**config.mk**
```make
export PLATFORM = sky130hd
export DESIGN_NAME = lv_hv_rd_scheduler
export DESIGN_NICKNAME = d
export VERILOG_FILES = /design/src/rtl/lv_hv_rd_scheduler_pkg.sv /design/src/rtl/lv_hv_rd_scheduler.sv
export SDC_FILE = /design/constraint.sdc
export NUM_CORES = 1
export LEC_CHECK = 0
export CORE_MARGIN = 2
export CORE_UTILIZATION = 35
export DETAILED_ROUTE_END_ITERATION = 12
export PLACE_DENSITY = 0.54
export SLEW_MARGIN = 20
export SYNTH_ARGS = -nofsm -noshare
export SYNTH_HDL_FRONTEND = slang
export SYNTH_SLANG_ARGS = --single-unit
```
**constraint.sdc**
```tcl
create_clock -name i_clk -period 1.7 [get_ports i_clk]
set_input_delay 0.17 -clock i_clk [delete_from_list [all_inputs] [get_ports i_clk]]
set_output_delay 0.17 -clock i_clk [all_outputs]
set_load 0.05 [all_outputs]
```
**src/rtl/lv_hv_rd_scheduler_pkg.sv**
```systemverilog
// Shared constants for the LV-side HV register poll scheduler: FSM state
// encodings, the fixed HV poll address list and default timing values.
package lv_hv_rd_scheduler_pkg;

    // Default timing: idle cycles between reads and response window.
    localparam int POLL_GAP_CYC_DEF    = 64;
    localparam int RSP_TIMEOUT_CYC_DEF = 512;

    // HV status, BIST and ADC registers, polled round-robin in this order.
    localparam int HV_POLL_ADDR_NUM = 7;
    localparam int HV_POLL_IDX_W    = $clog2(HV_POLL_ADDR_NUM);

    localparam logic [HV_POLL_IDX_W-1:0] HV_POLL_IDX_LAST =
        HV_POLL_IDX_W'(HV_POLL_ADDR_NUM - 1);

    localparam logic [7:0] HV_POLL_ADDR [HV_POLL_ADDR_NUM] = '{
        8'h08, 8'h0A, 8'h0C, 8'h0D, 8'h14, 8'h15, 8'h1F
    };

    // Read-scheduler FSM encoding.
    localparam int RD_STATE_W = 3;

    localparam logic [RD_STATE_W-1:0] RD_IDLE     = 3'd0;
    localparam logic [RD_STATE_W-1:0] RD_GAP      = 3'd1;
    localparam logic [RD_STATE_W-1:0] RD_SEND     = 3'd2;
    localparam logic [RD_STATE_W-1:0] RD_WAIT_RSP = 3'd3;
    localparam logic [RD_STATE_W-1:0] RD_NEXT     = 3'd4;

    // Advance the poll index, wrapping after the last list entry.
    function automatic logic [HV_POLL_IDX_W-1:0] next_poll_idx(
        input logic [HV_POLL_IDX_W-1:0] idx
    );
        return (idx == HV_POLL_IDX_LAST) ? '0 : idx + HV_POLL_IDX_W'(1);
    endfunction

endpackage

```
**src/rtl/lv_hv_rd_scheduler.sv**
```systemverilog
// LV-side OWT read scheduler. Polls the HV register list round-robin,
// separated by an idle gap, retries failed reads a bounded number of times
// and reports skipped addresses to the LV fault logic.
module lv_hv_rd_scheduler
    import lv_hv_rd_scheduler_pkg::*;
#(
    parameter int OWT_CMD_BIT_NUM = 8,
    parameter int POLL_GAP_CYC    = POLL_GAP_CYC_DEF,
    parameter int RSP_TIMEOUT_CYC = RSP_TIMEOUT_CYC_DEF,
    parameter int MAX_RETRY       = 2,
    parameter int ERR_CNT_W       = 8
) (
    input  logic                       i_clk,
    input  logic                       i_rst,
    input  logic                       i_poll_en,
    input  logic                       i_err_clr,
    output logic                       o_owt_tx_req,
    output logic [OWT_CMD_BIT_NUM-1:0] o_owt_tx_cmd,
    input  logic                       i_owt_tx_ack,
    input  logic                       i_owt_rx_ack,
    input  logic [OWT_CMD_BIT_NUM-1:0] i_owt_rx_cmd,
    input  logic                       i_owt_rx_status,
    output logic                       o_busy,
    output logic                       o_round_done,
    output logic [ERR_CNT_W-1:0]       o_err_cnt,
    output logic                       o_comm_err
);

    localparam int ADDR_W = OWT_CMD_BIT_NUM - 1;

    // Gap and response timeout never overlap, so one down-counter serves both.
    localparam int CNT_MAX = (POLL_GAP_CYC > RSP_TIMEOUT_CYC) ? POLL_GAP_CYC
                                                               : RSP_TIMEOUT_CYC;
    localparam int CNT_W   = (CNT_MAX > 1) ? $clog2(CNT_MAX) : 1;

    localparam logic [CNT_W-1:0] GAP_LOAD = CNT_W'(POLL_GAP_CYC - 1);
    localparam logic [CNT_W-1:0] RSP_LOAD = CNT_W'(RSP_TIMEOUT_CYC - 1);

    localparam int RETRY_W = (MAX_RETRY > 0) ? $clog2(MAX_RETRY + 1) : 1;
    localparam logic [RETRY_W-1:0] RETRY_LIMIT = RETRY_W'(MAX_RETRY);

    localparam logic [ERR_CNT_W-1:0] ERR_CNT_SAT = {ERR_CNT_W{1'b1}};

    logic [RD_STATE_W-1:0]      state;
    logic [HV_POLL_IDX_W-1:0]   idx;
    logic [RETRY_W-1:0]         retry_cnt;
    logic [CNT_W-1:0]           cnt;
    logic                       rsp_fail;
    logic                       round_done;
    logic [ERR_CNT_W-1:0]       err_cnt;
    logic                       comm_err;

    logic [OWT_CMD_BIT_NUM-1:0] cur_cmd;
    logic                       rsp_ok;
    logic                       retry_exhausted;
    logic                       advance;
    logic                       skip;

    // Read command for the current list entry: read flag plus address.
    assign cur_cmd = {1'b1, ADDR_W'(HV_POLL_ADDR[idx])};

    // A frame is good only if it is error-free and echoes our own command.
    assign rsp_ok = !i_owt_rx_status && (i_owt_rx_cmd == cur_cmd);

    assign retry_exhausted = (retry_cnt == RETRY_LIMIT);
    assign advance         = (state == RD_NEXT) && (!rsp_fail || retry_exhausted);
    assign skip            = (state == RD_NEXT) && rsp_fail && retry_exhausted;

    // Scheduler FSM with list index, retry count and the shared down-counter.
    // NOTE: reset is synchronous, so it sits inside the clocked block and is
    // only seen on a rising edge; all sequential state uses non-blocking
    // assignments so every register samples pre-edge values.
    always_ff @(posedge i_clk) begin
        if (i_rst) begin
            state      <= RD_IDLE;
            idx        <= '0;
            retry_cnt  <= '0;
            cnt        <= '0;
            rsp_fail   <= 1'b0;
            round_done <= 1'b0;
        end else begin
            round_done <= 1'b0;
            case (state)
                RD_IDLE: begin
                    if (i_poll_en) begin
                        state <= RD_GAP;
                        cnt   <= GAP_LOAD;
                    end
                end

                RD_GAP: begin
                    if (!i_poll_en) begin
                        state     <= RD_IDLE;
                        idx       <= '0;
                        retry_cnt <= '0;
                    end else if (cnt == '0) begin
                        state <= RD_SEND;
                    end else begin
                        cnt <= cnt - CNT_W'(1);
                    end
                end

                // Request is held until accepted; polling enable is ignored here.
                RD_SEND: begin
                    if (i_owt_tx_ack) begin
                        state <= RD_WAIT_RSP;
                        cnt   <= RSP_LOAD;
                    end
                end

                // A frame in the last counter cycle still counts as a response.
                RD_WAIT_RSP: begin
                    if (i_owt_rx_ack) begin
                        state    <= RD_NEXT;
                        rsp_fail <= !rsp_ok;
                    end else if (cnt == '0) begin
                        state    <= RD_NEXT;
                        rsp_fail <= 1'b1;
                    end else begin
                        cnt <= cnt - CNT_W'(1);
                    end
                end

                RD_NEXT: begin
                    if (advance) begin
                        retry_cnt <= '0;
                        idx       <= next_poll_idx(idx);
                        if (idx == HV_POLL_IDX_LAST) begin
                            round_done <= 1'b1;
                        end
                    end else begin
                        retry_cnt <= retry_cnt + RETRY_W'(1);
                    end

                    // NOTE: when polling stops, these later assignments to idx
                    // and retry_cnt override the ones above in the same cycle.
                    if (i_poll_en) begin
                        state <= RD_GAP;
                        cnt   <= GAP_LOAD;
                    end else begin
                        state     <= RD_IDLE;
                        idx       <= '0;
                        retry_cnt <= '0;
                    end
                end

                default: begin
                    state <= RD_IDLE;
                end
            endcase
        end
    end

    // Link health: saturating count of skipped addresses plus sticky flag;
    // a clear pulse wins over a coincident skip.
    always_ff @(posedge i_clk) begin
        if (i_rst) begin
            err_cnt  <= '0;
            comm_err <= 1'b0;
        end else if (i_err_clr) begin
            err_cnt  <= '0;
            comm_err <= 1'b0;
        end else if (skip) begin
            comm_err <= 1'b1;
            if (err_cnt != ERR_CNT_SAT) begin
                err_cnt <= err_cnt + ERR_CNT_W'(1);
            end
        end
    end

    // TX request is masked by reset so it drops in the same cycle reset rises.
    assign o_owt_tx_req = (state == RD_SEND) && !i_rst;
    assign o_owt_tx_cmd = o_owt_tx_req ? cur_cmd : '0;

    assign o_busy       = (state != RD_IDLE);
    assign o_round_done = round_done;
    assign o_err_cnt    = err_cnt;
    assign o_comm_err   = comm_err;

endmodule
```
=== Word level (Yosys, flattened, before mapping) ===
Memory sizes are Yosys's and may differ from the RTL's.
Cells that the tools add are included.

* Bits in registers: 28
* ROM bits: 64
* Logic and storage cells: 88
* Memories: 1

* Add/sub/neg operators: 4
* Magnitude comparators: 1
* Equality and inequality tests: 17
* Mux-type cells: 29
* Bitwise logic cells: 3
* Reductions and logical operators: 25

{| class="wikitable"
|+ Memories
! memory !! words !! width !! rd ports !! clocked after memory_dff !! write ports !! line !! source
|-
| (name not given) || 8 || 8 || 1 || 0 || 0 || lv_hv_rd_scheduler.sv:60 || <nowiki>assign cur_cmd = {1'b1, ADDR_W'(HV_POLL_ADDR[idx])};</nowiki>
|}

{| class="wikitable"
|+ Operators by type and width
! operator !! number
|-
| $mux W9 || 5
|-
| $pmux W9 S4 || 1
|-
| $mux W3 || 10
|-
| $pmux W3 S5 || 1
|-
| $mux W7 || 2
|-
| $ne A2 B2 Y1 const B || 5
|-
| $logic_not A9 Y1 || 1
|-
| $ne A3 B3 Y1 const B || 3
|-
| $sub A9 B1 Y9 const B || 1
|-
| $add A8 B1 Y8 const B || 1
|-
| $eq A8 B8 Y1 || 1
|-
| $mux W8 || 1
|-
| $ne A8 B8 Y1 const B || 1
|-
| $eq A3 B2 Y1 const B || 2
|-
| $eq A3 B3 Y1 const B || 2
|-
| $mux W2 || 3
|-
| $pmux W3 S2 || 1
|-
| $reduce_and A2 Y1 || 3
|-
| $logic_and A1 B1 Y1 || 5
|-
| $reduce_and A5 Y1 || 1
|-
| $ge A4 B4 Y1 const B || 1
|-
| $logic_not A1 Y1 || 4
|-
| $mux W1 || 4
|-
| $not A3 Y4 || 1
|-
| other kinds (16) || 19
|}

=== Logic depth before layout (Yosys ltp) ===
Gate-level depths: netlist of run 1.

* Word-level depth: 8
* Gate-level depth with buffers: 7
* Depth with buffers taken out: 6

=== Least setup slack after synthesis of run 1 ===
Ideal clock, no wire load.

* Path type: flip-flop to output port
* Start: register state[1]
* End: output port o_owt_tx_cmd[3]
* Arrival time: 1.771 ns
* Required time: 1.530 ns
* Path slack: -0.241 ns
* Stages on the path, launching flop included: 5
* Cells stage by stage: dfxtp_1 clkbuf_1 nand3_1 inv_1 o21a_1

* Cells in the longest elaborated chain, start to end: 3

{| class="wikitable"
|+ RTL lines
! element !! line !! source
|-
| start, declared || lv_hv_rd_scheduler.sv:44 || <nowiki>logic [RD_STATE_W-1:0] state;</nowiki>
|-
| start signal, assigned || lv_hv_rd_scheduler.sv:75 || <nowiki>state <= RD_IDLE;</nowiki>
|-
| start signal, assigned || lv_hv_rd_scheduler.sv:86 || <nowiki>state <= RD_GAP;</nowiki>
|-
| start signal, assigned || lv_hv_rd_scheduler.sv:93 || <nowiki>state <= RD_IDLE;</nowiki>
|-
| $eq A3 B2 Y1 || lv_hv_rd_scheduler.sv:172 || <nowiki>assign o_owt_tx_req = (state == RD_SEND) && !i_rst;</nowiki>
|-
| $logic_and A1 B1 Y1 || lv_hv_rd_scheduler.sv:172 ||
|-
| net o_owt_tx_req || lv_hv_rd_scheduler.sv:17 || <nowiki>output logic o_owt_tx_req,</nowiki>
|-
| $mux W8 || lv_hv_rd_scheduler.sv:173 || <nowiki>assign o_owt_tx_cmd = o_owt_tx_req ? cur_cmd : '0;</nowiki>
|-
| end, declared || lv_hv_rd_scheduler.sv:18 || <nowiki>output logic [OWT_CMD_BIT_NUM-1:0] o_owt_tx_cmd,</nowiki>
|}

The timed path passes the listed nets, and every way through them passes these cells.

=== Worst setup path in the final report of run 1 ===
* Start: register err_cnt[5], in the netlist o_err_cnt[5]
* End: output port o_err_cnt[5]

{| class="wikitable"
|+ RTL lines
! element !! line !! source
|-
| start, declared || lv_hv_rd_scheduler.sv:50 || <nowiki>logic [ERR_CNT_W-1:0] err_cnt;</nowiki>
|-
| start signal, assigned || lv_hv_rd_scheduler.sv:166 || <nowiki>err_cnt <= err_cnt + ERR_CNT_W'(1);</nowiki>
|-
| end, declared || lv_hv_rd_scheduler.sv:25 || <nowiki>output logic [ERR_CNT_W-1:0] o_err_cnt,</nowiki>
|}

No word-level cell between the ends.

==> results of run 1 <==
-- layout make-up --
class	count	area, µm²
fillers	510	2375
multi-input cells	176	1267
repair buffers	68	684.4
flip-flops and latches	28	574.3
well taps	70	87.58
inverters	12	45.04
clock buffers	3	41.29
-- power by group through the flow --
stage,combinational (mW),sequential [mW],clock (mW)
2_1_floorplan,0.896,0.871,0
3_3_place_gp,1.47,0.921,0
3_5_place_dp,1.47,0.920,0
4_1_cts,1.50,0.912,0.384
5_1_grt,1.73,0.936,0.409
6_report,1.59,0.918,0.372
-- state kept, by name, indices dropped and copies added (netlist names) --
signal,flops
rsp_fail,1
o_err_cnt,8
retry_cnt,2
o_comm_err,1
o_round_done,1
cnt,9
idx,3
state,3
-- layout by cell type (no fill, tap or decap), drive strengths merged, types with 3 or more instances in the layout --
cell	instances
nand3b	5
clkdlybuf4s50	19
clkbuf	3
o21ai	10
nor4	5
o221a	3
nor2	16
o31ai	5
or3	5
and3	4
nor3b	5
inv	12
or4	3
nand4	4
dfxtp	28
a211oi	8
nand3	9
buf	48
nor4bb	4
nor3	6
ha	4
nor2b	4
nor4b	4
a21oi	18
nand2	17
a31oi	4
-- kinds of logic (layout without fill, tap and decap cells) --
group	count (synthesis)	in the layout	synth area share [%]
AO/OA/AOI/OAI	67	67	26.45
XOR/XNOR	2	2	0.9519
adder cells (fa/ha/maj)	4	4	2.719
buffers and inverters	26	83	6.390
flip-flops	28	28	30.46
multiplexers	1	1	0.6118
other	1	2	0.2037
AND/OR/NAND/NOR	100	100	32.22
-- stage by stage --
stage,hold WS (ns),cell area [µm²],utilization [%]
floorplan,0.2879,1849,-
global placement,0.4487,2542,50.10
detailed placement,0.4582,2542,50.10
CTS,0.4724,2613,51.48
global route,0.4859,2700,53.21
finish,0.4702,2700,53.21
-- routing by layer --
layer / up-vias / GRT usage (%)
met4: 0 / 5.091
li1: 984 / -
met2: 34 / 26.73
met3: 2 / 2.133
met5: - / 0
met1: 912 / 22.95
-- worst paths after layout --
check	endpoint	slack, ns	cells after the start
max	o_err_cnt[5]	0.06	1
min	retry_cnt[0]	0.47	2
min reg2reg	retry_cnt[0]	0.47	2
max reg2reg	o_err_cnt[3]	0.07	7
-- timing repair --
item / in CTS / in global routing
setup endpoints to repair: 9 / 19
setup buffers: 0 / 1
resized for setup: 11 / 23
pin swaps: 1 / 5
==> out/qor.yml, run 1 <==
run_status:
  outcome: "complete, no violations"
route:
  first_iter_violations: 73
  finalWirelength_um: 4781
  route.met3.wl_um: 176
  drc_errors: 0
  wl_per_cell_um: 13.39
  wl_met1_um: 2421
  dr.pass1.iters: 4
  vias: 1932
  met2WireLength_um: 2148
  detail-route-antenna-nets: 0
  routed_via_density: 5.412
  top_layer_used: "met4"
clocking:
  cts_tree: "yes"
  root_buffer: "clkbuf_8"
  ctsHtreeMaxLevel: 1
  cts.clk_slew.worst_paths_ns: 0.10
  ctsHoldBuffers: 0
  clk-insertion-delay-late_ns: 0.27
  numCtsBuffers: 3
  clock_sinks: 28
  cts_buffer_depth: 2
logic_synthesis:
  synth_top_cell_by_area: "dfxtp_1"
  async_reset_ff_share_pct: 0
  syn_avg_cell_area_um2: 8.037
  ys_top_cells_by_area: "dfxtp_1 (30%), a21oi_1 (4.9%), a211oi_1 (3.3%)"
  synth-edff-count: 0
  seq_area_frac_synth_pct: 30.46
  synth.most_common_cell: "dfxtp_1"
  netlist.area_leader.share_pct: 30.46
  synth-main-ff-cell: "dfxtp_1"
  synth-seq-cells: 28
  ys_types: 59
  yosys_warnings: 0
  synthCells: 229
  synthTopCellsByCount: "dfxtp_1 (28), a21oi_1 (18), nand2_1 (16), nor2_1 (16), inv_1 (12)"
  synth_area_um2: 1841
sta:
  fmax_mhz: 610.4
  finalCritPeriodShare_pct: 96.37
  period_minus_slack_ns: 1.638
  setup_ws_ns: 0.06177
  fin_setup_tns_ns: 0
  skew_ns: 0.005254
  finalMaxSlewViolations: 0
  hold_violations: 0
  setup_violations: 0
worst_setup_path:
  cpPeakStageDelay_ns: 0.81
  timing.rr.start: "retry_cnt[0]"
  cp_slowest_cell: "clkdlybuf4s50_1"
  arrival_ns: 1.47
  crit_chain: "clkdlybuf4s50_1"
  required_ns: 1.53
  startpoint: "o_err_cnt[5]"
  crit_type: "register to output pin"
  cp_top_family: "buffers and inverters"
  cp_max_fo: 4
  cp-end-kind: "output pin"
  start_kind: "register"
  crit_buf_inv: 1
power_and_ir_drop:
  power_density_nw_per_um2: 1067
  clkPwrFrac_pct: 12.9
  irDropWorstVdd_uv: 494.8
  p_int_mw: 1.694
  power_switching_mw: 1.186
  combPwrFrac_pct: 55.2
  power_mw: 2.880
  p_seq_share_pct: 31.9
  p_sw_share_pct: 41.18
  power_leakage_nw: 0.9657
final_layout:
  final_cell_count_no_fill: 357
  fin_nets: 308
  drive_gt1_share_pct: 33.10
  n_antenna_cell: 0
  area_growth_pct: 46.70
place:
  gp_congestion: 0.7829
  io_buffer_count: 32
  placed_cells: 353
  dp_hpwl_um: 3618
  pre_cts_slack_ns: -0.1533
die:
  ioPinCount: 35
  die_area_um2: 5855
  die_x_um: 76.52
  core.rowCount: 26
  core_region_area_um2: 5075
  die_h_um: 76.52
  start_util_pct: 36.27
global_routing:
  grt_usage_pct: 16.55
  grt_max_degree: 16
  globalRouteOverflowTotal: 0
  grt_first_pass_wirelength_um: 8066
  grt_pass1_vias: 1755
  antenna_found_initial: 0
min_path:
  hold_class: "register to register"
  holdCritStartpoint: "retry_cnt[0]"
run:
  maxCapViolations: 0
Note: power is estimated with default switching activity, not from simulation.
==> run 2: changes to the inputs <==
--- a/config.mk
+++ b/config.mk
@@ -5,10 +5,11 @@
 export SDC_FILE = /design/constraint.sdc
 export NUM_CORES = 1
 export LEC_CHECK = 0
+export ABC_AREA = 1
 export CORE_MARGIN = 2
 export CORE_UTILIZATION = 35
 export DETAILED_ROUTE_END_ITERATION = 12
-export PLACE_DENSITY = 0.54
+export PLACE_DENSITY = 0.55
 export SLEW_MARGIN = 20
 export SYNTH_ARGS = -nofsm -noshare
 export SYNTH_HDL_FRONTEND = slang
==> constraint.sdc (replaced) <==
create_clock -name i_clk -period 1.7 [get_ports i_clk]
set_input_delay 0.17 -clock i_clk [delete_from_list [all_inputs] [get_ports i_clk]]
set_output_delay 0.17 -clock i_clk [all_outputs]
set_load 0.005 [all_outputs]
==> out/qor.yml, run 2 <==
logic_synthesis:
  yosys_warnings: 0
  async_reset_ff_share_pct: 0
  synth_top_cell_by_area: "dfxtp_1"
  synth-seq-cells: 28
  synth-main-ff-cell: "dfxtp_1"
  synthCells: 283
  seq_area_frac_synth_pct: 30.94
  synthTopCellsByCount: "nand2_1 (67), nor2_1 (47), inv_1 (33)"
  synth-edff-count: 0
  synth_area_um2: 1812
  netlist.area_leader.share_pct: 30.94
  syn_avg_cell_area_um2: 6.402
  ys_top_cells_by_area: "dfxtp_1 (31%), nand2_1 (14%), nor2_1 (9.7%)"
  synth.most_common_cell: "nand2_1"
  ys_types: 32
power_and_ir_drop:
  p_int_mw: 1.555
  clkPwrFrac_pct: 13.1
  combPwrFrac_pct: 54.0
  p_sw_share_pct: 43.19
  power_leakage_nw: 1.011
  p_seq_share_pct: 32.9
  irDropWorstVdd_uv: 725.8
  power_density_nw_per_um2: 1162
  power_switching_mw: 1.182
global_routing:
  grt_pass1_vias: 1750
  grt_first_pass_wirelength_um: 7617
  grt_usage_pct: 15.49
  antenna_found_initial: 0
  globalRouteOverflowTotal: 0
  grt_max_degree: 16
die:
  start_util_pct: 35.93
  core_region_area_um2: 5042
  ioPinCount: 35
  die_h_um: 75.95
  die_x_um: 75.95
  die_area_um2: 5768
  core.rowCount: 26
final_layout:
  layout_common_cells: "nand2_1 (67), nor2_1 (45), inv_1 (32)"
  fillers: 515
  final_cell_area_um2: 2355
  area_growth_pct: 29.97
  multi_input_area_um2: 1080
  fin_nets: 347
  largest_reg_flops: 9
  regMostFlops: "cnt"
  final_common_cell: "nand2_1"
  area.sequential_um2: 566.8
  n_antenna_cell: 0
  final_util_pct: 46.70
  drive_gt1_share_pct: 16.26
sta:
  fmax_mhz: 629.6
  skew_ns: 0.007276
  hold_violations: 0
  holdWs_ns: 0.4753
  setup_ws_ns: 0.1116
  period_minus_slack_ns: 1.588
  rsz0062_at_grt: "no"
  fin_setup_tns_ns: 0
  finalCritPeriodShare_pct: 93.43
  finalMaxSlewViolations: 0
  setup_violations: 0
route:
  finalWirelength_um: 4168
  routed_via_density: 4.538
  drc_errors: 0
  detail-route-antenna-nets: 0
  wl_per_cell_um: 10.53
  first_iter_violations: 49
  dr.pass1.iters: 4
  vias: 1797
worst_setup_path:
  r2r_slack_ns: 0.18
  cpPeakStageDelay_ns: 0.44
  start_kind: "register"
  crit_type: "register to output pin"
  crit_chain: "buf_4 -> nor2_4 -> nand2_1 -> clkdlybuf4s50_1"
  cp_top_family: "buffers and inverters"
  arrival_ns: 1.42
  reg2regPathDepth: 10
  timing.rr.start: "state[1]"
  required_ns: 1.53
  cp_slowest_cell: "clkdlybuf4s50_1"
  crit_buf_inv: 2
  r2r_end: "cnt[8]"
  cp-end-kind: "output pin"
  cp_max_fo: 3
clocking:
  ctsHoldBuffers: 0
  ctsHtreeMaxLevel: 1
  cts.clk_slew.worst_paths_ns: 0.09
  cts_tree: "yes"
  root_buffer: "clkbuf_8"
  clk-insertion-delay-late_ns: 0.27
  clock_sinks: 28
  numCtsBuffers: 3
  cts_buffer_depth: 2
place:
  pre_cts_slack_ns: -0.02741
  placed_area_um2: 2263
  io_buffer_count: 32
  gp_congestion: 0.8358
  dp_hpwl_um: 3225
min_path:
  min_to: "o_comm_err"
  hold_class: "register to register"
  hold_path_depth: 1
  holdCritStartpoint: "o_comm_err"
run_status:
  outcome: "complete, no violations"
run:
  maxCapViolations: 0
[run 2: cell types whose count changed after synthesis, sizes merged, moves of 5 or more]
cell | previous run | this run
nand3b | 5 | 0
or3 | 5 | 0
o31ai | 5 | 0
nand3 | 9 | 20
nor2 | 16 | 56
inv | 12 | 40
a211oi | 8 | 0
nand2 | 17 | 76
[run 2: timing repair]
| item | in CTS | in global routing |
|---|---|---|
| gates resized for setup | 14 | 5 |
| setup endpoints to repair | 7 | 8 |
| setup buffers | 2 | 1 |
| pin swaps | 2 | 1 |
[run 2: area by class of cell]
class	count	share of cell area, %
Inverter	40	6.589
Timing Repair Buffer	45	18.01
Clock buffer	3	1.753
Sequential cell	28	24.07
Tap cell	70	3.719
Multi-Input combinational cell	210	45.86
[run 2: metrics by stage]
step	cells	power [mW]
final	396	2.737
after global routing	396	3.014
after CTS	395	2.681
after detailed placement	390	2.284
after global placement	390	2.279
after floorplan	284	1.899
[run 2: power groups by stage]
stage               combinational, mW  sequential [mW]  clock, mW
global placement                 1.37            0.907          0
finish                           1.48            0.900      0.358
detailed placement               1.38            0.904          0
CTS                              1.42            0.898      0.367
floorplan                       0.992            0.907          0
global route                     1.70            0.918      0.400
[run 2: per-layer routing]
| layer | vias up | track usage (%) | part of all wire, % |
|---|---|---|---|
| li1 | 966 | - | - |
| met1 | 797 | 20.19 | 50 |
| met2 | 32 | 26.96 | 46 |
| met3 | 2 | 1.429 | 2.8 |
| met4 | 0 | 5.091 | 0.96 |
| met5 | - | 0 | 0 |
[run 2: how the worst max path moves through the flow]
stage | slack, ns | to | cells after the start | from
finish | 0.11 | o_busy | 4 | state[1]
global route | 0.01 | o_owt_tx_cmd[3] | 7 | state[0]
CTS | 0.04 | o_busy | 4 | state[0]
detailed placement | -0.03 | o_owt_tx_cmd[3] | 5 | i_rst
global placement | 0.006 | o_owt_tx_cmd[3] | 5 | i_rst
floorplan | 0.34 | o_err_cnt[2] | 10 | o_err_cnt[0]
[run 2: logic make-up (layout without fill, tap and decap cells)]
logic type / count (synthesis) / count (layout) / share of synthesized area (%)
AND/OR/NAND/NOR: 162 / 162 / 42.47
AO/OA/AOI/OAI: 36 / 36 / 10.22
XOR/XNOR: 6 / 6 / 2.901
flip-flops: 28 / 28 / 30.94
other: 1 / 2 / 0.2070
adder cells (fa/ha/maj): 4 / 4 / 2.763
buffers and inverters: 46 / 88 / 10.50
[run 2: worst reg2reg max path: stages (launching register included)]
cell and delay [ns]:
dfxtp_1 0.34, buf_4 0.15, nor2_4 0.15, buf_12 0.12, nor2_4 0.06, nand3_4 0.10, nand2_2 0.07, nor2_4 0.18
nand2_1 0.10, nor2_1 0.11, nor2_1 0.05
==> run 3: changes to the inputs <==
--- a/config.mk
+++ b/config.mk
@@ -6,6 +6,7 @@
 export NUM_CORES = 1
 export LEC_CHECK = 0
 export ABC_AREA = 1
+export CAP_MARGIN = 25
 export CORE_MARGIN = 2
 export CORE_UTILIZATION = 35
 export DETAILED_ROUTE_END_ITERATION = 12
@@ -14,3 +15,4 @@
 export SYNTH_ARGS = -nofsm -noshare
 export SYNTH_HDL_FRONTEND = slang
 export SYNTH_SLANG_ARGS = --single-unit
+export TNS_END_PERCENT = 5
==> out/qor.yml, run 3 (same netlist as run 2, synthesis figures left out) <==
run_status:
  outcome: "complete, no violations"
power_and_ir_drop:
  p_seq_share_pct: 33.9
  power_density_nw_per_um2: 1139
  p_sw_share_pct: 44.07
  clkPwrFrac_pct: 13.5
  power_switching_mw: 1.169
  combPwrFrac_pct: 52.6
  p_int_mw: 1.483
  power_leakage_nw: 1.028
  irDropWorstVdd_uv: 538.5
  power_mw: 2.652
worst_setup_path:
  cp-end-kind: "register"
  start_kind: "register"
  crit_type: "register to register"
  required_ns: 1.88
  cp_max_fo: 8
  arrival_ns: 1.71
clocking:
  clock_sinks: 28
  ctsHoldBuffers: 0
  clk-insertion-delay-late_ns: 0.27
  ctsHtreeMaxLevel: 1
  cts_buffer_depth: 2
  root_buffer: "clkbuf_8"
  numCtsBuffers: 3
  cts_tree: "yes"
  cts.clk_slew.worst_paths_ns: 0.10
sta:
  finalCritPeriodShare_pct: 89.91
  holdWs_ns: 0.4753
  hold_violations: 0
  skew_ns: 0.006988
  fin_setup_tns_ns: 0
  rsz0062_at_grt: "yes"
  fmax_mhz: 654.3
  setup_violations: 0
  period_minus_slack_ns: 1.528
  finalMaxSlewViolations: 0
die:
  die_x_um: 75.95
  ioPinCount: 35
  core_region_area_um2: 5042
  core.rowCount: 26
  start_util_pct: 35.93
  die_area_um2: 5768
  die_h_um: 75.95
final_layout:
  area_growth_pct: 28.52
  layout_common_cells: "nand2_1 (67), nor2_1 (46), inv_1 (32)"
  final_common_cell: "nand2_1"
  largest_reg_flops: 9
  final_util_pct: 46.18
  drive_gt1_share_pct: 15.43
  final_cell_count_no_fill: 394
  regMostFlops: "cnt"
  n_antenna_cell: 0
  fin_nets: 345
route:
  wl_per_cell_um: 10.57
  dr.pass1.iters: 5
  finalWirelength_um: 4163
  first_iter_violations: 65
  vias: 1775
  drc_errors: 0
  detail-route-antenna-nets: 0
  routed_via_density: 4.505
global_routing:
  antenna_found_initial: 0
  globalRouteOverflowTotal: 0
  grt_usage_pct: 15.46
  grt_max_degree: 16
  grt_pass1_vias: 1745
  grt_first_pass_wirelength_um: 7596
place:
  gp_congestion: 0.8358
  placed_cells: 390
  dp_hpwl_um: 3225
  io_buffer_count: 32
run:
  maxCapViolations: 0
min_path:
  hold_class: "register to register"
[run 3: critical path, stage by stage (launching register included)]
cell	delay, ns
dfxtp_1	0.34
buf_4	0.15
nor2_4	0.18
nor2_2	0.07
nor2_4	0.12
nand3_2	0.10
nor2_4	0.22
nand2_1	0.10
nor2_1	0.11
nor2_1	0.05
[run 3: final timing paths]
kind	start	to	slack, ns	cells after the start
setup / recovery	state[1]	cnt[8]	0.17	9
hold / removal	o_comm_err	o_comm_err	0.48	1
setup reg to reg	state[1]	cnt[8]	0.17	9
hold reg to reg	o_comm_err	o_comm_err	0.48	1
[run 3: stage by stage]
stage / instance area, µm² / worst slack [ns]
6_report: 2328 / 0.1716
5_1_grt: 2328 / -0.01791
4_1_cts: 2321 / -0.04894
3_5_place_dp: 2263 / -0.02741
3_3_place_gp: 2263 / 0.006231
2_1_floorplan: 1815 / 0.3402
[run 3: power by group through the flow]
stage	Combinational, mW	Clock [mW]	Sequential (mW)
5_1_grt	1.61	0.400	0.918
6_report	1.39	0.358	0.900
4_1_cts	1.41	0.367	0.898
3_5_place_dp	1.38	0	0.904
2_1_floorplan	0.992	0	0.907
3_3_place_gp	1.37	0	0.907
[run 3: layout make-up]
cell class / count / area [µm²]
Sequential cell: 28 / 566.8
Clock buffer: 3 / 41.29
Multi-Input combinational cell: 210 / 1077
Timing Repair Buffer: 43 / 400.4
Inverter: 40 / 155.1
Tap cell: 70 / 87.58
Fill cell: 517 / 2714
[run 3: routing by layer]
| metal | track usage, % | wire length (µm) | share of wire [%] | up-vias |
|---|---|---|---|---|
| met2 | 26.88 | 1882 | 45 | 36 |
| met4 | 5.091 | 40 | 0.96 | 0 |
| met1 | 20.19 | 2114 | 51 | 776 |
| met5 | 0 | 0 | 0 | - |
| li1 | - | - | - | 961 |
| met3 | 1.429 | 125 | 3.0 | 2 |
[run 3: what timing repair did]
action                     in CTS  in global routing
setup endpoints to repair       7                  7
buffers inserted                1                  0
pin swaps                       1                  1
gates resized for setup        13                  4
